===== config.mk =====
export PLATFORM = sky130hd
export DESIGN_NAME = branch_resolve_unit
export DESIGN_NICKNAME = d
export VERILOG_FILES = /design/src/rtl/bpu_pkg.sv /design/src/rtl/pred_fifo.sv /design/src/rtl/branch_resolve_unit.sv
export SDC_FILE = /design/constraint.sdc
export NUM_CORES = 1
export LEC_CHECK = 0
export CORE_MARGIN = 4
export CORE_UTILIZATION = 60
export CTS_CLUSTER_SIZE = 40
export DETAILED_ROUTE_END_ITERATION = 12
export PLACE_DENSITY = 0.87
export SYNTH_ARGS = -nofsm -noshare
export SYNTH_HDL_FRONTEND = slang
export SYNTH_HIERARCHICAL = 1
export SYNTH_SLANG_ARGS = --single-unit
export TNS_END_PERCENT = 30

===== constraint.sdc =====
create_clock -name clk -period 10.22 [get_ports clk]
set_input_delay 1.022 -clock clk [delete_from_list [all_inputs] [get_ports clk]]
set_output_delay 1.022 -clock clk [all_outputs]
set_load 0.03 [all_outputs]

===== src/rtl/bpu_pkg.sv =====
// Shared types and constants for the branch resolution path.
package bpu_pkg;

   localparam int XLEN       = 32;
   localparam int INSN_BYTES = 4;

   typedef enum logic {
      ST_RUN     = 1'b0,
      ST_RECOVER = 1'b1
   } bpu_state_e;

   typedef struct packed {
      logic [XLEN-1:0] pc;
      logic            taken;
      logic [XLEN-1:0] target;
   } pred_entry_t;

endpackage


===== src/rtl/pred_fifo.sv =====
// In-order queue of outstanding branch predictions with a one-cycle flush.
module pred_fifo
   import bpu_pkg::*;
#(
   parameter int DEPTH = 4
) (
   input  logic                       clk,
   input  logic                       rst_n,
   input  logic                       push,
   input  pred_entry_t                din,
   input  logic                       pop,
   input  logic                       flush,
   output pred_entry_t                head,
   output logic                       full,
   output logic                       empty,
   output logic [$clog2(DEPTH+1)-1:0] count
);

   localparam int AW = $clog2(DEPTH);

   pred_entry_t   mem_q [DEPTH];
   logic [AW:0]   wr_ptr_q, wr_ptr_d;
   logic [AW:0]   rd_ptr_q, rd_ptr_d;

   // Extra pointer MSB distinguishes full from empty when the indices match.
   assign empty = (wr_ptr_q == rd_ptr_q);
   assign full  = (wr_ptr_q[AW] != rd_ptr_q[AW]) && (wr_ptr_q[AW-1:0] == rd_ptr_q[AW-1:0]);
   assign count = wr_ptr_q - rd_ptr_q;
   assign head  = mem_q[rd_ptr_q[AW-1:0]];

   always_comb begin
      wr_ptr_d = wr_ptr_q;
      rd_ptr_d = rd_ptr_q;
      if (flush) begin
         wr_ptr_d = '0;
         rd_ptr_d = '0;
      end else begin
         if (push) wr_ptr_d = wr_ptr_q + 1'b1;
         if (pop)  rd_ptr_d = rd_ptr_q + 1'b1;
      end
   end

   always_ff @(posedge clk or negedge rst_n) begin
      if (!rst_n) begin
         wr_ptr_q <= '0;
         rd_ptr_q <= '0;
      end else begin
         wr_ptr_q <= wr_ptr_d;
         rd_ptr_q <= rd_ptr_d;
      end
   end

   always_ff @(posedge clk) begin
      if (push) mem_q[wr_ptr_q[AW-1:0]] <= din;
   end

endmodule


===== src/rtl/branch_resolve_unit.sv =====
// Checks execute outcomes against queued predictions; redirects and flushes on a mispredict.
module branch_resolve_unit
   import bpu_pkg::*;
#(
   parameter int XLEN           = bpu_pkg::XLEN,
   parameter int DEPTH          = 4,
   parameter int RECOVER_CYCLES = 2
) (
   input  logic                       clk,
   input  logic                       reset,
   input  logic                       pred_valid,
   output logic                       pred_ready,
   input  logic [XLEN-1:0]            pred_pc,
   input  logic                       pred_taken,
   input  logic [XLEN-1:0]            pred_target,
   input  logic                       res_valid,
   input  logic                       res_taken,
   input  logic [XLEN-1:0]            res_target,
   output logic                       mispredict,
   output logic [XLEN-1:0]            redirect_pc,
   output logic                       recovering,
   output logic [$clog2(DEPTH+1)-1:0] outstanding,
   output logic                       err_orphan
);

   localparam int CW = $clog2(RECOVER_CYCLES + 1);

   // Handshake: a prediction record transfers on any rising edge where
   // pred_valid & pred_ready; pred_ready depends only on registered state.

   bpu_state_e      state_q, state_d;
   logic [CW-1:0]   cnt_q, cnt_d;
   logic            mispredict_q, mispredict_d;
   logic [XLEN-1:0] redirect_q, redirect_d;
   logic            err_q, err_d;

   pred_entry_t     new_entry, head;
   logic            fifo_full, fifo_empty;
   logic            push, pop, flush;
   logic            resolve, mis;
   logic [XLEN-1:0] correct_pc;

   assign new_entry = '{pc: pred_pc, taken: pred_taken, target: pred_target};
   assign pred_ready = (state_q == ST_RUN) && !fifo_full;
   assign push       = pred_valid && pred_ready;

   assign resolve    = (state_q == ST_RUN) && res_valid && !fifo_empty;
   assign correct_pc = res_taken ? res_target : head.pc + XLEN'(INSN_BYTES);
   assign mis        = resolve &&
                       ((head.taken != res_taken) || (res_taken && (head.target != res_target)));
   assign pop        = resolve && !mis;
   assign flush      = mis;

   pred_fifo #(.DEPTH(DEPTH)) u_fifo (
      .clk   (clk),
      .rst_n (reset),
      .push  (push),
      .din   (new_entry),
      .pop   (pop),
      .flush (flush),
      .head  (head),
      .full  (fifo_full),
      .empty (fifo_empty),
      .count (outstanding)
   );

   always_comb begin
      state_d      = state_q;
      cnt_d        = cnt_q;
      mispredict_d = mis;
      redirect_d   = mis ? correct_pc : redirect_q;
      err_d        = err_q || ((state_q == ST_RUN) && res_valid && fifo_empty);
      case (state_q)
         ST_RUN: begin
            if (mis) begin
               state_d = ST_RECOVER;
               cnt_d   = CW'(RECOVER_CYCLES);
            end
         end
         ST_RECOVER: begin
            // The final recovery cycle is the one that sees a count of 1.
            if (cnt_q == CW'(1)) state_d = ST_RUN;
            else                 cnt_d   = cnt_q - 1'b1;
         end
         default: state_d = ST_RUN;
      endcase
   end

   always_ff @(posedge clk or negedge reset) begin
      if (!reset) begin
         state_q      <= ST_RUN;
         cnt_q        <= '0;
         mispredict_q <= 1'b0;
         redirect_q   <= '0;
         err_q        <= 1'b0;
      end else begin
         state_q      <= state_d;
         cnt_q        <= cnt_d;
         mispredict_q <= mispredict_d;
         redirect_q   <= redirect_d;
         err_q        <= err_d;
      end
   end

   assign mispredict  = mispredict_q;
   assign redirect_pc = redirect_q;
   assign recovering  = (state_q == ST_RECOVER);
   assign err_orphan  = err_q;

endmodule

**Word level (Yosys, flattened, before mapping)**

Memories as Yosys holds them, arrays and structs flattened.
Cells that the tools add are included.

- Register bits: 43
- RAM bits: 260
- Bits of input ports: 102
- Output and inout bits: 39
- Word-level logic and storage cells: 52
- Memories: 1

Memory list:

| name | words | bits a word | read ports | clocked after memory_dff | wr ports | RTL line | source |
|---|---|---|---|---|---|---|---|
| u_fifo.mem_q | 4 | 65 | 1 | 0 | 1 | pred_fifo.sv:21 | `pred_entry_t mem_q [DEPTH];` |

- Add/sub/neg operators: 5
- Equality and inequality tests: 8
- Multiplexer cells: 13
- Bitwise gates (word level): 1
- Reductions and logical operators: 17

Operators by type and width:

| operator | number |
|---|---|
| $add 32x3->32 const B | 1 |
| $mux 32 | 1 |
| $ne 32x32->1 | 1 |
| $mux 3 | 4 |
| $logic_and 1x1->1 | 9 |
| $add 3x1->3 const B | 2 |
| $mux 1 | 4 |
| $mux 2 | 2 |
| $ne 2x2->1 const B | 2 |
| $pmux 2 s2 | 1 |
| $reduce_bool 2->1 | 2 |
| $eq 3x3->1 | 1 |
| $logic_not 1->1 | 3 |
| $sub 3x3->3 | 1 |
| $eq 2x1->1 const B | 1 |
| $eq 2x2->1 | 1 |
| $logic_or 1x1->1 | 2 |
| $ne 1x1->1 | 2 |
| $pmux 1 s2 | 1 |
| $reduce_and 2->1 | 1 |
| $sub 2x1->2 const B | 1 |
| $not 1->1 | 1 |

**Longest topological paths before layout**

Gate-level depths: netlist (run 1).
An unclocked memory read counts as a cell.

- Depth in word-level cells: 9
- Gate-level depth with buffers: 13
- Depth with buffers taken out: 9

**Cells and area by module**

The synthesis (run 1) kept the hierarchy.

Modules (own cells, without submodules):

| module | instances | cells each | area each (um^2) | sequential area each (um^2) |
|---|---|---|---|---|
| pred_fifo | 1 | 382 | 9,805.7 | 7,957.6 |
| branch_resolve_unit | 1 | 299 | 2,748.9 | 925.9 |

**Worst setup path after synthesis (run 1)**

Ideal clock, no wire load.

- Path type: reg-to-reg
- Start: register u_fifo.rd_ptr_q[1]
- End: memory u_fifo/mem_q[1][0] (netlist bit), enable pin
- Library setup time: 0.430 ns
- Arrival: 3.713 ns
- Data required time: 9.790 ns
- Setup slack: 6.077 ns
- Stages on the path, launching flop included: 11
- Path buffers: 3
- Period minus slack after synthesis: 4.143 ns
- Cells stage by stage: dfrtp_1 buf_2 buf_2 inv_1 ha_1 nand2_1 nor2b_1 nor2_1 and2_1 clkbuf_1 and2_1

- Word-level cells in the longest chain between the ends: 7

RTL lines:

| element | RTL line | source |
|---|---|---|
| start, declared | pred_fifo.sv:23 | `logic [AW:0] rd_ptr_q, rd_ptr_d;` |
| start signal, assigned | pred_fifo.sv:49 | `rd_ptr_q <= rd_ptr_d;` |
| $eq 2x2->1 | pred_fifo.sv:27 | `assign full = (wr_ptr_q[AW] != rd_ptr_q[AW]) && (wr_ptr_q[AW-1:0] == rd_ptr_q[AW-1:0]);` |
| $logic_and 1x1->1 | pred_fifo.sv:27 |  |
| named net fifo_full | branch_resolve_unit.sv:38 | `logic fifo_full, fifo_empty;` |
| $logic_not 1->1 | branch_resolve_unit.sv:44 | `assign pred_ready = (state_q == ST_RUN) && !fifo_full;` |
| $logic_and 1x1->1 | branch_resolve_unit.sv:44 |  |
| named net pred_ready | branch_resolve_unit.sv:12 | `output logic pred_ready,` |
| $logic_and 1x1->1 | branch_resolve_unit.sv:45 | `assign push = pred_valid && pred_ready;` |
| named net push | branch_resolve_unit.sv:39 | `logic push, pop, flush;` |
| $mux 1 | pred_fifo.sv:54 | `if (push) mem_q[wr_ptr_q[AW-1:0]] <= din;` |
| $mux 1 (not written as such) | pred_fifo.sv:54 |  |
| end, declared | pred_fifo.sv:21 |  |

The timed path passes the listed nets, and every way through them passes these cells.

==> run summary, run 1 <==
Total number of yosys warnings: 6. The number of H-tree branching levels was 1; the final wirelength was 28200 um. The first-pass GRT wire length is 43200 um, and the count of cells along the worst register-to-register path is 9. The total overflow reported by the global router was 0; the post-layout net count was 945. In this run the tool buffered the top-level ports with 140 buffer cells. The tools report the number of buffers created by CTS as 30. The via-per-instance ratio came out at 6.16. Routability-driven placement finished with a final weighted congestion of 0.854. The top-level I/O count was 141; the worst slack on hold paths was 0.478 ns.

The upper clock frequency limit is 205 MHz. Via count of the first global-routing pass: 7345. The worst setup path is of the register to register kind. Counting every instance in the synthesized netlist gives 681. The power share of the clock group was 0.242.

The fraction of layout instances using a drive strength above 1 works out to 0.173. The footprint of the multi-input gates is 3450 um^2, and the number of enable-type register cells in the synthesized netlist is 260. Across all layers, the routed design uses 6938 vias.

The run gives 1226 as the number of fill cells. The number of distinct library cell variants in the gate-level netlist after synthesis was 45. Clock tree synthesis selected as its root buffer the cell sky130_fd_sc_hd__clkbuf_16.

The final-report hold violation count was 0. The static leakage was 4.97 nW; the initial antenna violation count was 0. The setup fix buffers added after clock tree synthesis was 0.

The count of routing violations after the opening detailed-route iteration came out at 557. The kind of launch point of the worst setup path was a register. The die covers 23300 um^2.

The maximum vdd drop is 0.153 mV, and the arrival time at the worst endpoint is 5.33 ns. Post-CTS repair changed the size of 0 cells. After layout, the worst setup slack is 5.33 ns. The sequential share of power was 0.433; the fraction of synthesis flops using an asynchronous set or reset pin was 0.142.

The instance count along the most critical hold path is 1. The tools report the worst slew margin relative to its limit as 0.264. The tools report the max-slew violation count as 0.

The top cell types in the final layout, fill and taps aside, are sky130_fd_sc_hd__edfxtp_1 (260), sky130_fd_sc_hd__clkdlybuf4s50_1 (139), sky130_fd_sc_hd__mux4_2 (65). The first detailed-routing pass ran for 4 iterations. In this run the power density over the cells is 267 nW/um^2. Library cell with the largest summed area after synthesis: sky130_fd_sc_hd__edfxtp_1. A synthesized cell averages 18.4 um^2. After detailed routing, the average wire length per cell comes to 25.0 um. Synthesis produced a netlist with a net count of 793.

The switching share of total power came out at 0.326. Cell internal power was estimated by the tool at 2.71 mW. The die is 153 um wide.

The global-route usage over all layers was 0.242; the site row count was 52. The share of Yosys cell area claimed by the top area cell type was 0.622; the CTS sink count was 303. Final clock period utilization by the worst path: 0.478.

The flow ran to the end, and the final reports show no timing, DRC or antenna violations. The height of the chip was 153 um; the clock transition at the registers of the reported paths was 0.06 ns. In this run the standard cell core region covers 20400 um^2.

The logs give 0.615 for the starting utilization of the core area and 0.0286 ns for the post-route clock skew. The portion of the post-synthesis area used by sequential elements is 0.708, and the clock insertion delay at the later pin of the skew report is 0.56 ns. For the pin with the worst max-slew slack, the measured transition is 1.09 ns.

The synthesized design contains 303 register bits. TritonCTS built the clock tree. The number of antenna cells inserted was 0. Setup repair after global routing left no endpoint under its margin.

Yosys attributes the largest share of cell area to sky130_fd_sc_hd__edfxtp_1 (62%), sky130_fd_sc_hd__mux4_2 (12%), sky130_fd_sc_hd__dfrtp_1 (8.6%), sky130_fd_sc_hd__xnor2_1 (2.5%), sky130_fd_sc_hd__xor2_1 (1.6%). Registers take 8890 um^2. The run gives 0.324 as the combinational fraction of design power. In the synthesized netlist the dominant register cell turns out to be sky130_fd_sc_hd__edfxtp_1. Summed over all failing endpoints, the final setup total negative slack is 0 ns. Entering global routing, the biggest net connects 66 pins. The critical path endpoint category was a register.

In the routed design, unresolved DRC markers number 0. The worst path needs 4.89 ns of the cycle, external delays included. Hold buffer count at CTS: 0. The tools report the number of maximum-capacitance constraint violations as 0.

The maximum buffer depth of the clock tree came out at 3. In this run the remaining antenna-violating nets after routing total 0. For the worst setup path, the data required time is 10.66 ns. Setup violations remaining at the end of the flow were counted as 0. The min-delay analysis places its worst path in the category register to register. Setup slack at placement: 5.37 ns. The tools report the synthesized area as 12600 um^2. In this run the worst path has a maximum fanout of 35.

Leading cell type in the layout, fill and taps excluded: sky130_fd_sc_hd__edfxtp_1. The HPWL after detailed placement is 18400 um. For this design the total switching power over the nets is 1.31 mW. The area added between synthesis and finish works out to 20.0%.
worst max-delay path: stages (launching register included):
cell and delay (ns):
sky130_fd_sc_hd__dfrtp_2 0.92, sky130_fd_sc_hd__buf_4 0.60, sky130_fd_sc_hd__mux4_2 0.42, sky130_fd_sc_hd__xnor2_1 0.25, sky130_fd_sc_hd__nand4_1 0.17, sky130_fd_sc_hd__nor4_1 0.34, sky130_fd_sc_hd__nand4_1 0.83, sky130_fd_sc_hd__and2_1 0.57
sky130_fd_sc_hd__buf_4 0.30, sky130_fd_sc_hd__mux2_2 0.32
metal layers:
layer	track usage	routed length (um)	up-vias	part of all wire
li1	-	-	3002	-
met1	0.334	10900	3538	0.39
met2	0.397	14100	343	0.50
met3	0.0457	2290	55	0.081
met4	0.0781	875	0	0.031
met5	0	0	-	0
worst paths after layout:
path / startpoint / end / slack, ns
min in group asynchronous: reset / err_orphan / 0.65
max reg2reg: u_fifo/rd_ptr_q[1] / redirect_pc[5] / 5.33
max in group asynchronous: reset / u_fifo/rd_ptr_q[0] / 8.78
min reg2reg: err_orphan / err_orphan / 0.48
max: u_fifo/rd_ptr_q[1] / redirect_pc[5] / 5.33
min: err_orphan / err_orphan / 0.48
cell type report:
class | count | share of cell area
Timing Repair Buffer | 148 | 0.0967
Sequential cell | 303 | 0.590
Tap cell | 270 | 0.0224
Clock buffer | 40 | 0.0523
Multi-Input combinational cell | 334 | 0.229
Clock inverter | 15 | 0.00532
Inverter | 16 | 0.00399
kinds of logic after synthesis:
logic type | share of synthesized area
simple gates | 0.0548
flops | 0.708
xor+xnor | 0.0412
buf+inv | 0.0178
mux | 0.138
compound gates | 0.0300
fa+ha+maj | 0.0106
power groups by stage:
stage	clock network, mW	logic, mW	registers [mW]
6_report	0.973	1.30	1.74
5_1_grt	1.04	1.39	1.76
4_1_cts	0.988	1.31	1.74
3_5_place_dp	0	1.30	1.77
3_3_place_gp	0	1.27	1.75
2_1_floorplan	0	0.779	1.82
stage by stage:
stage | utilization | area [um^2] | total power [mW] | instances
global placement | 0.695 | 14200 | 3.02 | 1071
CTS | 0.737 | 15100 | 4.04 | 1126
detailed placement | 0.695 | 14200 | 3.06 | 1071
floorplan | - | 12600 | 2.60 | 681
global route | 0.737 | 15100 | 4.20 | 1126
finish | 0.737 | 15100 | 4.02 | 1126
state kept, by name, summed over array words and instances (netlist names):
signal / count
err_orphan: 1
mispredict: 1
u_fifo/rd_ptr_q: 3
cnt_q: 2
redirect_pc: 32
u_fifo/mem_q: 260
recovering: 1
u_fifo/wr_ptr_q: 3
synthesized netlist by cell type, types with 2 or more instances:
| library cell | instances |
|---|---|
| sky130_fd_sc_hd__o21ai_0 | 14 |
| sky130_fd_sc_hd__buf_2 | 8 |
| sky130_fd_sc_hd__edfxtp_1 | 260 |
| sky130_fd_sc_hd__clkbuf_1 | 10 |
| sky130_fd_sc_hd__a21oi_1 | 13 |
| sky130_fd_sc_hd__inv_1 | 16 |
| sky130_fd_sc_hd__nor3_1 | 3 |
| sky130_fd_sc_hd__and3_1 | 5 |
| sky130_fd_sc_hd__buf_1 | 3 |
| sky130_fd_sc_hd__ha_1 | 9 |
| sky130_fd_sc_hd__nand3_1 | 16 |
| sky130_fd_sc_hd__a31oi_1 | 5 |
| sky130_fd_sc_hd__or2_2 | 2 |
| sky130_fd_sc_hd__nand2b_1 | 5 |
| sky130_fd_sc_hd__o21a_1 | 2 |
| sky130_fd_sc_hd__a21bo_2 | 2 |
| sky130_fd_sc_hd__and2_1 | 10 |
| sky130_fd_sc_hd__nor4_1 | 6 |
| sky130_fd_sc_hd__a211oi_1 | 3 |
| sky130_fd_sc_hd__mux2i_1 | 19 |
| sky130_fd_sc_hd__mux2_2 | 7 |
| sky130_fd_sc_hd__xnor2_1 | 36 |
| sky130_fd_sc_hd__nor2_1 | 20 |
| sky130_fd_sc_hd__mux4_2 | 65 |
| sky130_fd_sc_hd__xor2_1 | 23 |
| sky130_fd_sc_hd__nand3b_1 | 7 |
| sky130_fd_sc_hd__o221a_2 | 11 |
| sky130_fd_sc_hd__buf_6 | 6 |
| sky130_fd_sc_hd__or3_2 | 3 |
| sky130_fd_sc_hd__nand2_1 | 24 |
| sky130_fd_sc_hd__nand4_1 | 12 |
| sky130_fd_sc_hd__dfrtp_1 | 43 |
Power figures use the tool's default switching activity.
==> inputs of run 2 (changes only) <==
--- a/config.mk
+++ b/config.mk
@@ -6,10 +6,10 @@
 export NUM_CORES = 1
 export LEC_CHECK = 0
 export CORE_MARGIN = 4
-export CORE_UTILIZATION = 60
+export CORE_UTILIZATION = 51
 export CTS_CLUSTER_SIZE = 40
 export DETAILED_ROUTE_END_ITERATION = 12
-export PLACE_DENSITY = 0.87
+export PLACE_DENSITY = 0.79
 export SYNTH_ARGS = -nofsm -noshare
 export SYNTH_HDL_FRONTEND = slang
 export SYNTH_HIERARCHICAL = 1
==> constraint.sdc (replaced) <==
create_clock -name clk -period 4.48 [get_ports clk]
set_input_delay 0.448 -clock clk [delete_from_list [all_inputs] [get_ports clk]]
set_output_delay 0.448 -clock clk [all_outputs]
set_load 0.03 [all_outputs]
==> run 2 against run 1 <==
  * Hold slack got worse by 0.40 ns
  * Power increased by 140%
  * Clock skew decreased by 0.012 ns
  * Die area increased by 17%
  * Via count decreased by 0.23%
  * Sequential power increased by 120%
  * Critical path depth decreased by 1
  * Largest power group unchanged
  * Highest routed layer unchanged
==> run summary, run 2 (same netlist as run 1, synthesis figures left out) <==
The logs give 0 (unchanged) for the number of maximum-capacitance constraint violations and 0 (unchanged) for the number of cells upsized or downsized after cts. The cell area after layout is 15400 um^2 (+2.3%). Kind of launch point of the worst setup path: a register. The logs give 57 (+9.6%) for the site row count and 44 (-33%) for the maximum number of pins on one net before global-route repair. The logs give 0 (unchanged) for the max-slew violation count and 6922 (-0.23%) for the routed via count. The tools report the cell total after placement as 1135 (+6.0%). For the clock insertion delay at the later pin of the skew report, the log shows 0.55 ns (about the same). The post-layout net count is 955 (+1.1%). Post-layout instance count excluding filler cells: 1191 (+5.8%). The number of buffers created by CTS is 30 (unchanged), and the clock transition at the registers of the reported paths is 0.06 ns (about the same). The area growth from synthesis to layout is 22.7%.

The starting utilization of the core area is 0.518 (-0.0968). By startpoint and endpoint, the worst setup path is classified as register to register. The placed instance area is 14400 um^2 (+1.3%), and the count of port buffers added during placement is 140 (unchanged).

The height of the chip is 165 um (+8.0%). The required time reported for the critical path endpoint is 4.91 ns (-5.75 ns). The final wirelength was 28700 um (+1.9%). The actual slew at the worst max-slew pin is 1.07 ns (-0.0200 ns), and the fraction of layout instances using a drive strength above 1 is 0.193 (+0.0197). The run gives 0.85 ns (-4.48 ns) as the worst setup slack for register-to-register paths.

The number of flip-flops in the largest register is 260 (unchanged), and the share of the core filled with cells is 0.635 (-0.102). The cell with the biggest individual delay on the critical path is sky130_fd_sc_hd__nor4_1. Total negative setup slack: 0 ns (unchanged). In the layout the commonest cells are sky130_fd_sc_hd__edfxtp_1 (260), sky130_fd_sc_hd__clkdlybuf4s50_1 (139), sky130_fd_sc_hd__mux4_2 (65). The DRC violations left was 0 (unchanged); the post-route clock skew was 0.0168 ns (-0.0119 ns).

The tools report the count of routing violations after the opening detailed-route iteration as 568 (+2.0%). The logs give 0.214 (-0.0279) for the global-route usage over all layers and 0.0818 ns (-0.396 ns) for the worst slack on hold paths. The CTS sink count was 303 (unchanged); the final routed wire length divided by cell count was 24.1 um (-3.7%). The tools report the number of routed nets with antenna violations as 0 (unchanged). The tools report the top-level I/O count as 141 (unchanged). The upper clock frequency limit is 276 MHz (+35%). For the static leakage, the log shows 5.10 nW (+2.6%). The critical-path maximum fanout was 17 (-51%); the worst slew margin relative to its limit was 0.277 (+0.0134). The run gives 1 (unchanged) as the number of H-tree branching levels. The initial antenna violation count is 0 (unchanged), and the number of setup violations in the final report is 0 (unchanged).

The power density relative to cell area was 623 nW/um^2 (+130%). Clock tree synthesis selected as its root buffer the cell sky130_fd_sc_hd__clkbuf_16. The worst setup path is captured at a register. For the maximum buffer depth of the clock tree, the log shows 3 (unchanged). The maximum single-stage delay on the critical path is 1.00 ns (+0.08 ns), and the final weighted congestion of routability-driven global placement is 0.848 (-0.77%). The setup fix buffers added after clock tree synthesis was 0 (unchanged).

The tightest min-delay check is of the primary input to asynchronous set/reset pin type. The maximum vdd drop was 0.394 mV (+160%); the first-pass GRT wire length was 43100 um (-0.27%). For the number of fill cells, the log shows 1727 (+41%). The flow ran to the end, and the final reports show no timing, DRC or antenna violations. The library cell used most frequently in the layout, excluding fill and tap cells, is sky130_fd_sc_hd__edfxtp_1. The number of antenna cells inserted was 0 (unchanged). Total overflow reported by the global router: 0 (unchanged). Final-report hold violation count: 0 (unchanged). The via count of the first global-routing pass was 7141 (-2.8%). The most used cell along the critical path was sky130_fd_sc_hd__nand4_1. The via-per-instance ratio was 5.81 (-5.7%).

Setup repair after global routing left no endpoint under its margin. For the setup slack at placement, the log shows 0.924 ns (-4.45 ns). The first-pass detailed-route iteration total is 6 (+2), and the clock period minus final worst setup slack is 3.63 ns (-1.26 ns). TritonCTS built the clock tree. The tools report the arrival time at the worst endpoint as 4.06 ns (-1.27 ns).

The logs give 0.853 ns (-4.48 ns) for the final worst slack and 0 (unchanged) for the hold buffer count at CTS. The width of the die was 165 um (+8.0%). Traced cell by cell, the critical path runs through buf_4, mux4_2, nand4_1, nor4_1, nand4_1, xor2_1, a31oi_1, o221a_2. The post-detailed-placement half-perimeter wirelength is 19400 um (+5.5%), and the area of the die is 27200 um^2 (+17%). The core area was 24200 um^2 (+19%). The tools report the total power as 9.59 mW (+140%).

Final clock period utilization by the worst path: 0.810 (+0.331).
==> run 2: final timing paths <==
| path | start | depth (start not counted) | endpoint |
|---|---|---|---|
| worst max register to register | u_fifo/rd_ptr_q[0] | 8 | redirect_pc[22] |
| min in group clk | err_orphan | 1 | err_orphan |
| worst min-delay path | reset | 1 | redirect_pc[20] |
| worst min register to register | err_orphan | 1 | err_orphan |
| max in group asynchronous | reset | 1 | u_fifo/rd_ptr_q[0] |
| worst max-delay path | u_fifo/rd_ptr_q[0] | 8 | redirect_pc[22] |
==> run 2: power by group <==
group	total [mW]	switching (mW)	internal [mW]
Sequential	3.90	0.282	3.62
Combinational	3.11	1.74	1.37
Clock	2.58	1.02	1.55
Total	9.59	3.05	6.55
==> run 2: metal layers <==
metal | share of wire | up-vias | GRT usage
met2 | 0.49 | 316 | 0.343
met5 | 0 | - | 0
li1 | - | 3021 | -
met3 | 0.087 | 57 | 0.0382
met1 | 0.40 | 3528 | 0.303
met4 | 0.028 | 0 | 0.0654
==> run 2: layout make-up <==
class,count,area [um^2],area share
sequential,303,8890,0.577
inverter,16,60.1,0.00390
clock buffer,37,798,0.0518
clock inverter,19,230,0.0149
multi-input combinational,334,3450,0.224
tap,324,405,0.0263
timing repair buffer,158,1570,0.102
==> run 2: worst max-delay path, delay by kind of cell, from the launching register on <==
kind	cells	cell delay (ns)
and+or+nand+nor	3	1.54
DFF	1	0.65
AOI/OAI and AO/OA	2	0.38
muxes	1	0.35
buffers and inverters	1	0.34
xor gates and xnor gates	1	0.22
